`src/rtl/odd_ctr_pkg.sv`:
```
// Shared types and constants for the odd up/down counter sweep controller.
// Latency: none (declarations only).
// Backpressure: not applicable.
package odd_ctr_pkg;

    typedef enum logic [2:0] {
        IDLE,
        INIT,
        UP,
        DOWN,
        DONE
    } state_t;

    // The counter parks on the smallest odd value and moves one odd step per clock.
    localparam int ODD_MIN = 1;
    localparam int STEP    = 2;

    function automatic logic is_odd(input int unsigned v);
        return (v % 2) == 1;
    endfunction

endpackage

```
`src/rtl/sweep_cmd_reg.sv`:
```
// Sweep command register: checks an incoming command, latches bounds, counts reversals.
// Latency: cmd_ok is combinational; lo/hi/rev_left update on the edge after load/dec.
// Backpressure: none here; the controller only pulses load while it is idle.
module sweep_cmd_reg
    import odd_ctr_pkg::*;
#(
    parameter int W  = 4,
    parameter int RW = 8
) (
    input  logic          clk,
    input  logic          reset,
    input  logic          load,
    input  logic          dec,
    input  logic [W-1:0]  cmd_lo,
    input  logic [W-1:0]  cmd_hi,
    input  logic [RW-1:0] cmd_rev,
    output logic          cmd_ok,
    output logic [W-1:0]  lo,
    output logic [W-1:0]  hi,
    output logic [RW-1:0] rev_left
);

    // Bounds must be odd with at least one step between them; comparing at W+1 bits
    // keeps lo+2 from wrapping. hi <= 2^W-1 holds by construction of the port width.
    always_comb begin
        cmd_ok = is_odd(32'(cmd_lo)) && is_odd(32'(cmd_hi))
              && (cmd_lo >= W'(ODD_MIN))
              && ({1'b0, cmd_hi} >= ({1'b0, cmd_lo} + (W+1)'(STEP)));
    end

    // Capture the command on accept; each turn consumes one reversal.
    always_ff @(posedge clk) begin
        if (!reset) begin
            lo       <= W'(ODD_MIN);
            hi       <= W'(ODD_MIN);
            rev_left <= '0;
        end else if (load) begin
            lo       <= cmd_lo;
            hi       <= cmd_hi;
            rev_left <= cmd_rev;
        end else if (dec && (rev_left != '0)) begin
            rev_left <= rev_left - RW'(1);
        end
    end

endmodule

```
`src/rtl/odd_counter_sweep_ctrl.sv`:
```
// Sweep sequencer driving odd_up_down_counter direction/reset between two odd bounds.
// Latency: all outputs registered; counter is released 2 edges after command accept.
// Backpressure: cmd_ready is low from the edge after accept until the cycle after done.
module odd_counter_sweep_ctrl
    import odd_ctr_pkg::*;
#(
    parameter int W  = 4,
    parameter int RW = 8
) (
    input  logic          clk,
    input  logic          reset,
    input  logic          cmd_valid,
    output logic          cmd_ready,
    input  logic [W-1:0]  cmd_lo,
    input  logic [W-1:0]  cmd_hi,
    input  logic [RW-1:0] cmd_rev,
    input  logic          abort,
    input  logic [W-1:0]  count,
    output logic          Y,
    output logic          cnt_reset,
    output logic          busy,
    output logic          done,
    output logic          aborted,
    output logic          err,
    output logic [RW-1:0] rev_left
);

    state_t         state;
    state_t         nxt_state;
    logic           nxt_y;
    logic           nxt_cnt_reset;
    logic           nxt_aborted;
    logic           nxt_err;
    logic           load;
    logic           dec;
    logic           cmd_ok;
    logic [W-1:0]   lo;
    logic [W-1:0]   hi;
    logic           at_hi_turn;
    logic           at_lo_turn;

    sweep_cmd_reg #(
        .W  (W),
        .RW (RW)
    ) u_cmd (
        .clk      (clk),
        .reset    (reset),
        .load     (load),
        .dec      (dec),
        .cmd_lo   (cmd_lo),
        .cmd_hi   (cmd_hi),
        .cmd_rev  (cmd_rev),
        .cmd_ok   (cmd_ok),
        .lo       (lo),
        .hi       (hi),
        .rev_left (rev_left)
    );

    // Turn one step early: Y is registered, so the counter lands exactly on the bound.
    always_comb begin
        at_hi_turn = (count == (hi - W'(STEP)));
        at_lo_turn = (count == (lo + W'(STEP)));
    end

    // Next-state and next-output decode; abort takes priority over any turn.
    always_comb begin
        nxt_state     = state;
        nxt_y         = Y;
        nxt_cnt_reset = cnt_reset;
        nxt_aborted   = aborted;
        nxt_err       = 1'b0;
        load          = 1'b0;
        dec           = 1'b0;
        case (state)
            IDLE: begin
                // Counter stays parked at 1 while idle.
                nxt_y         = 1'b1;
                nxt_cnt_reset = 1'b0;
                if (cmd_valid && cmd_ready) begin
                    nxt_aborted = 1'b0;
                    if (cmd_ok) begin
                        load      = 1'b1;
                        nxt_state = INIT;
                    end else begin
                        nxt_err = 1'b1;
                    end
                end
            end
            INIT: begin
                if (abort) begin
                    nxt_cnt_reset = 1'b0;
                    nxt_aborted   = 1'b1;
                    nxt_state     = DONE;
                end else begin
                    nxt_cnt_reset = 1'b1;
                    nxt_y         = 1'b1;
                    nxt_state     = UP;
                end
            end
            UP: begin
                if (abort) begin
                    nxt_cnt_reset = 1'b0;
                    nxt_aborted   = 1'b1;
                    nxt_state     = DONE;
                end else if (at_hi_turn && Y) begin
                    if (rev_left != '0) begin
                        nxt_y     = 1'b0;
                        dec       = 1'b1;
                        nxt_state = DOWN;
                    end else begin
                        nxt_cnt_reset = 1'b0;
                        nxt_state     = DONE;
                    end
                end
            end
            DOWN: begin
                if (abort) begin
                    nxt_cnt_reset = 1'b0;
                    nxt_aborted   = 1'b1;
                    nxt_state     = DONE;
                end else if (at_lo_turn && !Y) begin
                    if (rev_left != '0) begin
                        nxt_y     = 1'b1;
                        dec       = 1'b1;
                        nxt_state = UP;
                    end else begin
                        nxt_cnt_reset = 1'b0;
                        nxt_state     = DONE;
                    end
                end
            end
            DONE: begin
                nxt_y         = 1'b1;
                nxt_cnt_reset = 1'b0;
                nxt_state     = IDLE;
            end
            default: begin
                nxt_state = IDLE;
            end
        endcase
    end

    // State and output registers; status flags are decoded from the next state.
    always_ff @(posedge clk) begin
        if (!reset) begin
            state     <= IDLE;
            Y         <= 1'b1;
            cnt_reset <= 1'b0;
            busy      <= 1'b0;
            done      <= 1'b0;
            aborted   <= 1'b0;
            err       <= 1'b0;
            cmd_ready <= 1'b1;
        end else begin
            state     <= nxt_state;
            Y         <= nxt_y;
            cnt_reset <= nxt_cnt_reset;
            busy      <= (nxt_state == INIT) || (nxt_state == UP) || (nxt_state == DOWN);
            done      <= (nxt_state == DONE);
            aborted   <= nxt_aborted;
            err       <= nxt_err;
            cmd_ready <= (nxt_state == IDLE);
        end
    end

endmodule
```
`config.mk`:
```
export PLATFORM = sky130hd
export DESIGN_NAME = odd_counter_sweep_ctrl
export DESIGN_NICKNAME = d
export VERILOG_FILES = /design/src/rtl/odd_ctr_pkg.sv /design/src/rtl/sweep_cmd_reg.sv /design/src/rtl/odd_counter_sweep_ctrl.sv
export SDC_FILE = /design/constraint.sdc
export NUM_CORES = 1
export LEC_CHECK = 0
export CAP_MARGIN = 15
export CORE_UTILIZATION = 48
export CTS_BUF_LIST = sky130_fd_sc_hd__clkbuf_4 sky130_fd_sc_hd__clkbuf_8
export DETAILED_ROUTE_END_ITERATION = 8
export GPL_ROUTABILITY_DRIVEN = 0
export PLACE_DENSITY_LB_ADDON = 0.05
export SYNTH_ARGS = -nofsm -noshare
export SYNTH_HDL_FRONTEND = slang
export SYNTH_SLANG_ARGS = --single-unit
export TNS_END_PERCENT = 10
```
`constraint.sdc`:
```
create_clock -name clk -period 3.2 [get_ports clk]
set_input_delay 0.64 -clock clk [delete_from_list [all_inputs] [get_ports clk]]
set_output_delay 0.64 -clock clk [all_outputs]
set_load 0.05 [all_outputs]
```
### Word-level counts from Yosys, hierarchy flattened

Index checks and enable logic that the tools add are counted.

* output and inout port bits: 15
* bits of input ports: 24
* ROM bits: 0
* logic and storage cells: 100
* bits in registers: 26
* memories kept: 0
* latch bits: 0
* bits in writable memories: 0

* order comparisons: 2
* div/mod/pow operators: 0
* bitwise gates (word level): 0
* shift-type cells: 0
* $add $sub $neg: 4
* multiplexer cells: 40
* multipliers: 0
* equal/unequal tests: 21
* reductions and logical operators: 22

Operators by type and width (count)
* $mux W3: 9
* $mux W1: 24
* $mux W8: 2
* $ne A2 B2 Y1 const B: 8
* $eq A3 B2 Y1 const B: 4
* $pmux W3 S4: 1
* $reduce_and A3 Y1: 3
* $eq A4 B4 Y1: 2
* $pmux W1 S4: 2
* $reduce_and A8 Y1: 1
* $reduce_bool A8 Y1: 1
* $sub A8 B1 Y8 const B: 1
* $logic_and A1 B1 Y1: 7
* $eq A3 B1 Y1 const B: 2
* $eq A3 B3 Y1 const B: 2
* $logic_not A3 Y1: 2
* $ne A3 B3 Y1 const B: 2
* $add A4 B2 Y5 const B: 1
* $ge A4 B5 Y1: 1
* $add A4 B2 Y4 const B: 1
* $ge A4 B1 Y1 const B: 1
* $pmux W1 S2: 2
* $reduce_bool A2 Y1: 2
* $reduce_bool A4 Y1: 1
* other kinds (6): 7

### Depth between registers and ports, before layout

* depth after elaboration: 9
* gate-level depth with buffers: 10
* mapped depth without buffers: 9

### Modules after synthesis

Synthesis repeated with hierarchy kept, for this count alone.

* cell total of the unflattened synthesis: 188
* area, all modules: 1652.8 µm²

Modules (own cells, without submodules)
* sweep_cmd_reg: seq. area each 320.3 µm², area each 930.9 µm², cells an instance 100, instances 1
* odd_counter_sweep_ctrl: seq. area each 200.2 µm², area each 721.9 µm², cells an instance 88, instances 1

### Worst setup path before layout

Ideal clock, no wire load.

* kind: input-to-reg
* start point: in cmd_lo[1]
* end point: reg u_cmd.rev_left[4]
* cell stages on the path: 10
* arrival time: 2388 ps
* required time: 3126 ps
* library setup time: 74 ps
* buffers on the path: 1
* path slack: 738 ps
* path through: ha_1 -> xnor2_1 -> ha_1 -> o21a_1 -> nor2_1 -> nor3_1 -> and2_0 -> clkbuf_1 -> nand2_1 -> a31oi_1

* cells in the longest elaborated chain, start to end: 7
* elaborated cells between the ends (all ways): 10
* classes of those cells: 1 x add/sub; 2 x order compare; 4 x mux; 3 x reduce/logical

RTL lines
* from (decl): line odd_counter_sweep_ctrl.sv:14 `input logic [W-1:0] cmd_lo,`
* $add A4 B2 Y5 / $ge A4 B1 Y1 (equally long branches): line sweep_cmd_reg.sv:28, sweep_cmd_reg.sv:27
* $ge A4 B5 Y1 / $logic_and A1 B1 Y1 (equally long branches): line sweep_cmd_reg.sv:28, sweep_cmd_reg.sv:27
* $logic_and A1 B1 Y1 *: line sweep_cmd_reg.sv:28 `&& ({1'b0, cmd_hi} >= ({1'b0, cmd_lo} + (W+1)'(STEP)));`
* $mux W1 *: line odd_counter_sweep_ctrl.sv:81 `if (cmd_ok) begin`
* $mux W1 *: line odd_counter_sweep_ctrl.sv:79 `if (cmd_valid && cmd_ready) begin`
* $mux W1 *: line odd_counter_sweep_ctrl.sv:74 `case (state)`
* $mux W8 / $reduce_bool A2 Y1 (equally long branches)
* to (signal assigned): line sweep_cmd_reg.sv:40 `rev_left <= cmd_rev;`
* to (signal assigned): line sweep_cmd_reg.sv:42 `rev_left <= rev_left - RW'(1);`
* to (decl): line sweep_cmd_reg.sv:20 `output logic [RW-1:0] rev_left`

Mark *: on every way between the ends. The rest lies on a longest branch, timed or not.
A chain may end at the register's enable or synchronous reset.

### Worst setup path after layout

* start point: in cmd_lo[1]
* end point: reg u_cmd.rev_left[7]

Same word-level chain as after synthesis.

==> run_summary.xml <==
<?xml version="1.0" encoding="UTF-8"?>
<metrics>
  <group name="global_routing">
    <metric name="gr-usage-all-layers" unit="%">24.67</metric>
    <metric name="first_global_vias" unit="">1482</metric>
    <metric name="grt_start_max_net_pins" unit="">15</metric>
    <metric name="grt_first_pass_wirelength" unit="um">6499</metric>
    <metric name="overflow" unit="">0</metric>
    <metric name="antenna_violations_before_repair" unit="">0</metric>
  </group>
  <group name="clocking">
    <metric name="cts.hold.buffers_added" unit="">0</metric>
    <metric name="cts_tree" unit="">yes</metric>
    <metric name="insertion_delay" unit="ns">0.32</metric>
    <metric name="ctsRootBufferMaster" unit="">clkbuf_4</metric>
    <metric name="cts-resized-gates" unit="">0</metric>
    <metric name="clkSlewWorstSetupHoldPaths" unit="ns">0.14</metric>
    <metric name="cts_max_level" unit="">1</metric>
    <metric name="cts_setup_buffers" unit="">0</metric>
    <metric name="clock_sink_count" unit="">26</metric>
    <metric name="cts_inserted_buffers" unit="">3</metric>
    <metric name="clock_tree.buffer_depth" unit="">2</metric>
  </group>
  <group name="logic_synthesis">
    <metric name="synth_top_family_by_area" unit="">simple AND/OR/NAND/NOR gates</metric>
    <metric name="post_synth_inst_count" unit="">191</metric>
    <metric name="synth_compound_area_share" unit="%">20.60</metric>
    <metric name="synth_seq_cells" unit="">26</metric>
    <metric name="post_synth_and_or_nand_nor_area_fraction" unit="%">25.61</metric>
    <metric name="async_reset_ff_share" unit="%">0</metric>
    <metric name="portion_of_netlist_area_occupied_by_mux_cells" unit="%">0.6462</metric>
    <metric name="synth_top_area_cell" unit="">dfxtp_1</metric>
    <metric name="synth_adder_area_share" unit="%">8.078</metric>
    <metric name="synth_top_area_share" unit="%">33.60</metric>
    <metric name="synthesized_cell_area" unit="sq um">1549</metric>
    <metric name="synth-main-ff-cell" unit="">dfxtp_1</metric>
    <metric name="synth.net_count" unit="">225</metric>
    <metric name="synth.avg_cell_area" unit="sq um">8.110</metric>
    <metric name="most_area_consuming_cells_after_synthesis" unit="">dfxtp_1, ha_1, nand2_1</metric>
    <metric name="synth-edff-count" unit="">0</metric>
    <metric name="yosys.area_share.xor_xnor" unit="%">6.785</metric>
    <metric name="ys_warn_count" unit="">0</metric>
    <metric name="synth_seq_area_share" unit="%">33.60</metric>
    <metric name="synth_cell_types" unit="">46</metric>
  </group>
  <group name="floorplanning">
    <metric name="floorplan.initialDensity" unit="%">50.74</metric>
    <metric name="fp.dieH" unit="um">58.81</metric>
    <metric name="standard_cell_rows" unit="">20</metric>
    <metric name="top_level_ports" unit="">39</metric>
    <metric name="core_region_area" unit="sq um">3053</metric>
    <metric name="die-area" unit="sq um">3458</metric>
    <metric name="chipWidth" unit="um">58.81</metric>
  </group>
  <group name="worst_setup_path">
    <metric name="startpoint_type" unit="">input port</metric>
    <metric name="worst_ep_required_time" unit="ns">3.43</metric>
    <metric name="timing.critical_path.arrival" unit="ns">3.00</metric>
    <metric name="timing.critical_path.to_type" unit="">register</metric>
    <metric name="worst-path-max-fanout" unit="">14</metric>
    <metric name="slowest_stage" unit="">clkdlybuf4s50_1</metric>
    <metric name="cp_slowest_stage_delay" unit="ns">0.50</metric>
    <metric name="rrSetupSlack" unit="ns">0.78</metric>
    <metric name="critical_path.cell_chain" unit="">clkdlybuf4s50_1 &gt; ha_1 &gt; xnor2_1 &gt; ha_1 &gt; o21a_1 &gt; nor2_1 &gt; nor3_1 &gt; and2_0 &gt; buf_4 &gt; nor2_1 &gt; a211oi_1</metric>
    <metric name="critPathKind" unit="">input port to register</metric>
  </group>
  <group name="pwr">
    <metric name="power.static_leakage" unit="nW">0.7737</metric>
    <metric name="power" unit="W">0.0006336</metric>
    <metric name="irDropWorstVdd" unit="uV">135.3</metric>
    <metric name="power_per_cell_area" unit="nW/um^2">313.0</metric>
  </group>
  <group name="detailed_routing">
    <metric name="routed-wl-met2" unit="um">1884</metric>
    <metric name="dr.max_layer_used" unit="">met4</metric>
    <metric name="drt-wirelength-per-cell" unit="um">14.06</metric>
    <metric name="num_vias" unit="">1548</metric>
    <metric name="drt_iter0_drc" unit="">64</metric>
    <metric name="route.final.wire_length" unit="um">3881</metric>
    <metric name="met1_length" unit="um">1759</metric>
    <metric name="drt-pass1-iter-count" unit="">4</metric>
    <metric name="detail-route-antenna-nets" unit="">0</metric>
    <metric name="dr_wl_met3" unit="um">183</metric>
    <metric name="avgViaCountPerCell" unit="">5.609</metric>
    <metric name="detail_route.drc_violations" unit="">0</metric>
  </group>
  <group name="sta">
    <metric name="final.hold.worst_slack" unit="ns">0.4805</metric>
    <metric name="finalWorstPathRequiredPeriod" unit="ns">2.762</metric>
    <metric name="tightestPinTransition" unit="ns">0.5137</metric>
    <metric name="timing.final.max_slew_violations" unit="">0</metric>
    <metric name="timing_hold_violations_final" unit="">0</metric>
    <metric name="final.period_utilization" unit="%">86.30</metric>
    <metric name="final_setup_margin" unit="ns">0.4385</metric>
    <metric name="fmax" unit="MHz">362.1</metric>
    <metric name="finClkSkew" unit="ns">0.003470</metric>
    <metric name="setup_viol" unit="">0</metric>
    <metric name="setup_tns" unit="ns">0</metric>
    <metric name="grt_setup_unrepaired" unit="">no</metric>
    <metric name="max-slew-margin-rel" unit="%">65.49</metric>
  </group>
  <group name="final_layout">
    <metric name="final_util" unit="%">66.31</metric>
    <metric name="num_antenna_cells" unit="">0</metric>
    <metric name="drive_gt1_share" unit="%">6.897</metric>
    <metric name="syn_to_final_growth" unit="%">30.69</metric>
    <metric name="nNetsFinal" unit="">268</metric>
  </group>
  <group name="flow_run">
    <metric name="max_cap_violations" unit="">0</metric>
  </group>
  <group name="place">
    <metric name="detailed_place_hpwl" unit="um">3006</metric>
    <metric name="port_buffers" unit="">38</metric>
    <metric name="place_worst_setup_slack" unit="ns">0.09757</metric>
  </group>
  <group name="min_path">
    <metric name="holdCritPathClass" unit="">register to register</metric>
  </group>
  <group name="run_status">
    <metric name="outcome" unit="">finished, final reports clean</metric>
  </group>
</metrics>
registers in the layout, indices dropped and copies added, names as in the netlist:
| name | count |
|---|---|
| err | 1 |
| u_cmd.rev_left | 8 |
| u_cmd.hi | 4 |
| u_cmd.lo | 4 |
| Y | 1 |
| state | 3 |
| aborted | 1 |
| busy | 1 |
| cmd_ready | 1 |
| done | 1 |
| cnt_reset | 1 |
worst paths after layout:
| check | end | start | cells past startpoint |
|---|---|---|---|
| worst max-delay path | u_cmd.rev_left[7] | cmd_lo[1] | 11 |
| worst min-delay path | u_cmd.hi[2] | u_cmd.hi[2] | 2 |
| worst max register to register | u_cmd.rev_left[7] | u_cmd.rev_left[0] | 9 |
| worst min register to register | u_cmd.hi[2] | u_cmd.hi[2] | 2 |
power breakdown:
group | internal (W) | switching (W)
registers | 0.000332 | 0.00000802
logic | 0.0000696 | 0.0000827
clock network | 0.0000441 | 0.0000969
cell type report:
| class | instances | area (sq um) |
|---|---|---|
| well taps | 44 | 55.05 |
| multi-input cells | 147 | 955.9 |
| inverters | 12 | 45.04 |
| flip-flops and latches | 26 | 520.5 |
| clock buffers | 3 | 22.52 |
| repair buffers | 44 | 425.4 |
| fillers | 289 | 1028 |
cells by family after synthesis:
group                      count (synthesis)
and+or+nand+nor                           76
adders and majority gates                 10
xor gates and xnor gates                  12
AOI/OAI and AO/OA                         48
DFF                                       26
muxes                                      1
buffers and inverters                     18
layout by cell type (no fill, tap or decap), drive strengths merged, types with 2 or more instances in the layout:
master / count
a2bb2oi: 2
nand4: 3
o21ai: 5
nand2: 26
a21oi: 17
a21o: 2
a31oi: 4
xnor2: 6
dfxtp: 26
nor3b: 2
nand2b: 3
and2: 4
nor3: 5
or4: 2
nand3: 13
clkbuf: 3
nor2: 10
buf: 6
nor4: 3
a211oi: 3
o32ai: 2
inv: 10
ha: 10
o211ai: 4
or3: 2
clkdlybuf4s50: 38
clkinv: 2
xor2: 6
metal layers:
| layer | global-route usage (%) | vias to the layer above |
|---|---|---|
| li1 | - | 764 |
| met1 | 32.16 | 729 |
| met2 | 41.07 | 49 |
| met3 | 3.077 | 6 |
| met4 | 10.20 | 0 |
| met5 | 0 | - |
Yosys cell counts, types with 2 or more instances:
cell       number
nand2_1        26
xnor2_1         6
a31oi_1         4
clkbuf_1        4
or4_1           2
and2_1          3
ha_1           10
inv_1          10
nor4_1          2
dfxtp_1        26
or3_1           2
a21oi_1        16
a211oi_1        3
a2bb2oi_1       2
nor2_1         10
nand2b_1        3
o21ai_0         5
o32ai_1         2
nand4_1         2
clkinv_1        2
nor3_1          5
a21o_1          2
nand3_1        13
o211ai_1        4
xor2_1          6
worst max-delay path, delay by kind of cell:
| kind | cells | cell delay, ns |
|---|---|---|
| buf+inv | 2 | 0.69 |
| simple gates | 4 | 0.63 |
| fa+ha+maj | 2 | 0.52 |
| compound gates | 2 | 0.37 |
| xor+xnor | 1 | 0.13 |
metrics by stage:
step	cells	cell area, sq um
3_3_place_gp	273	2002
4_1_cts	276	2024
5_1_grt	276	2024
2_1_floorplan	191	1549
3_5_place_dp	273	2002
6_report	276	2024
No activity file was read; power rests on OpenSTA's default activity.
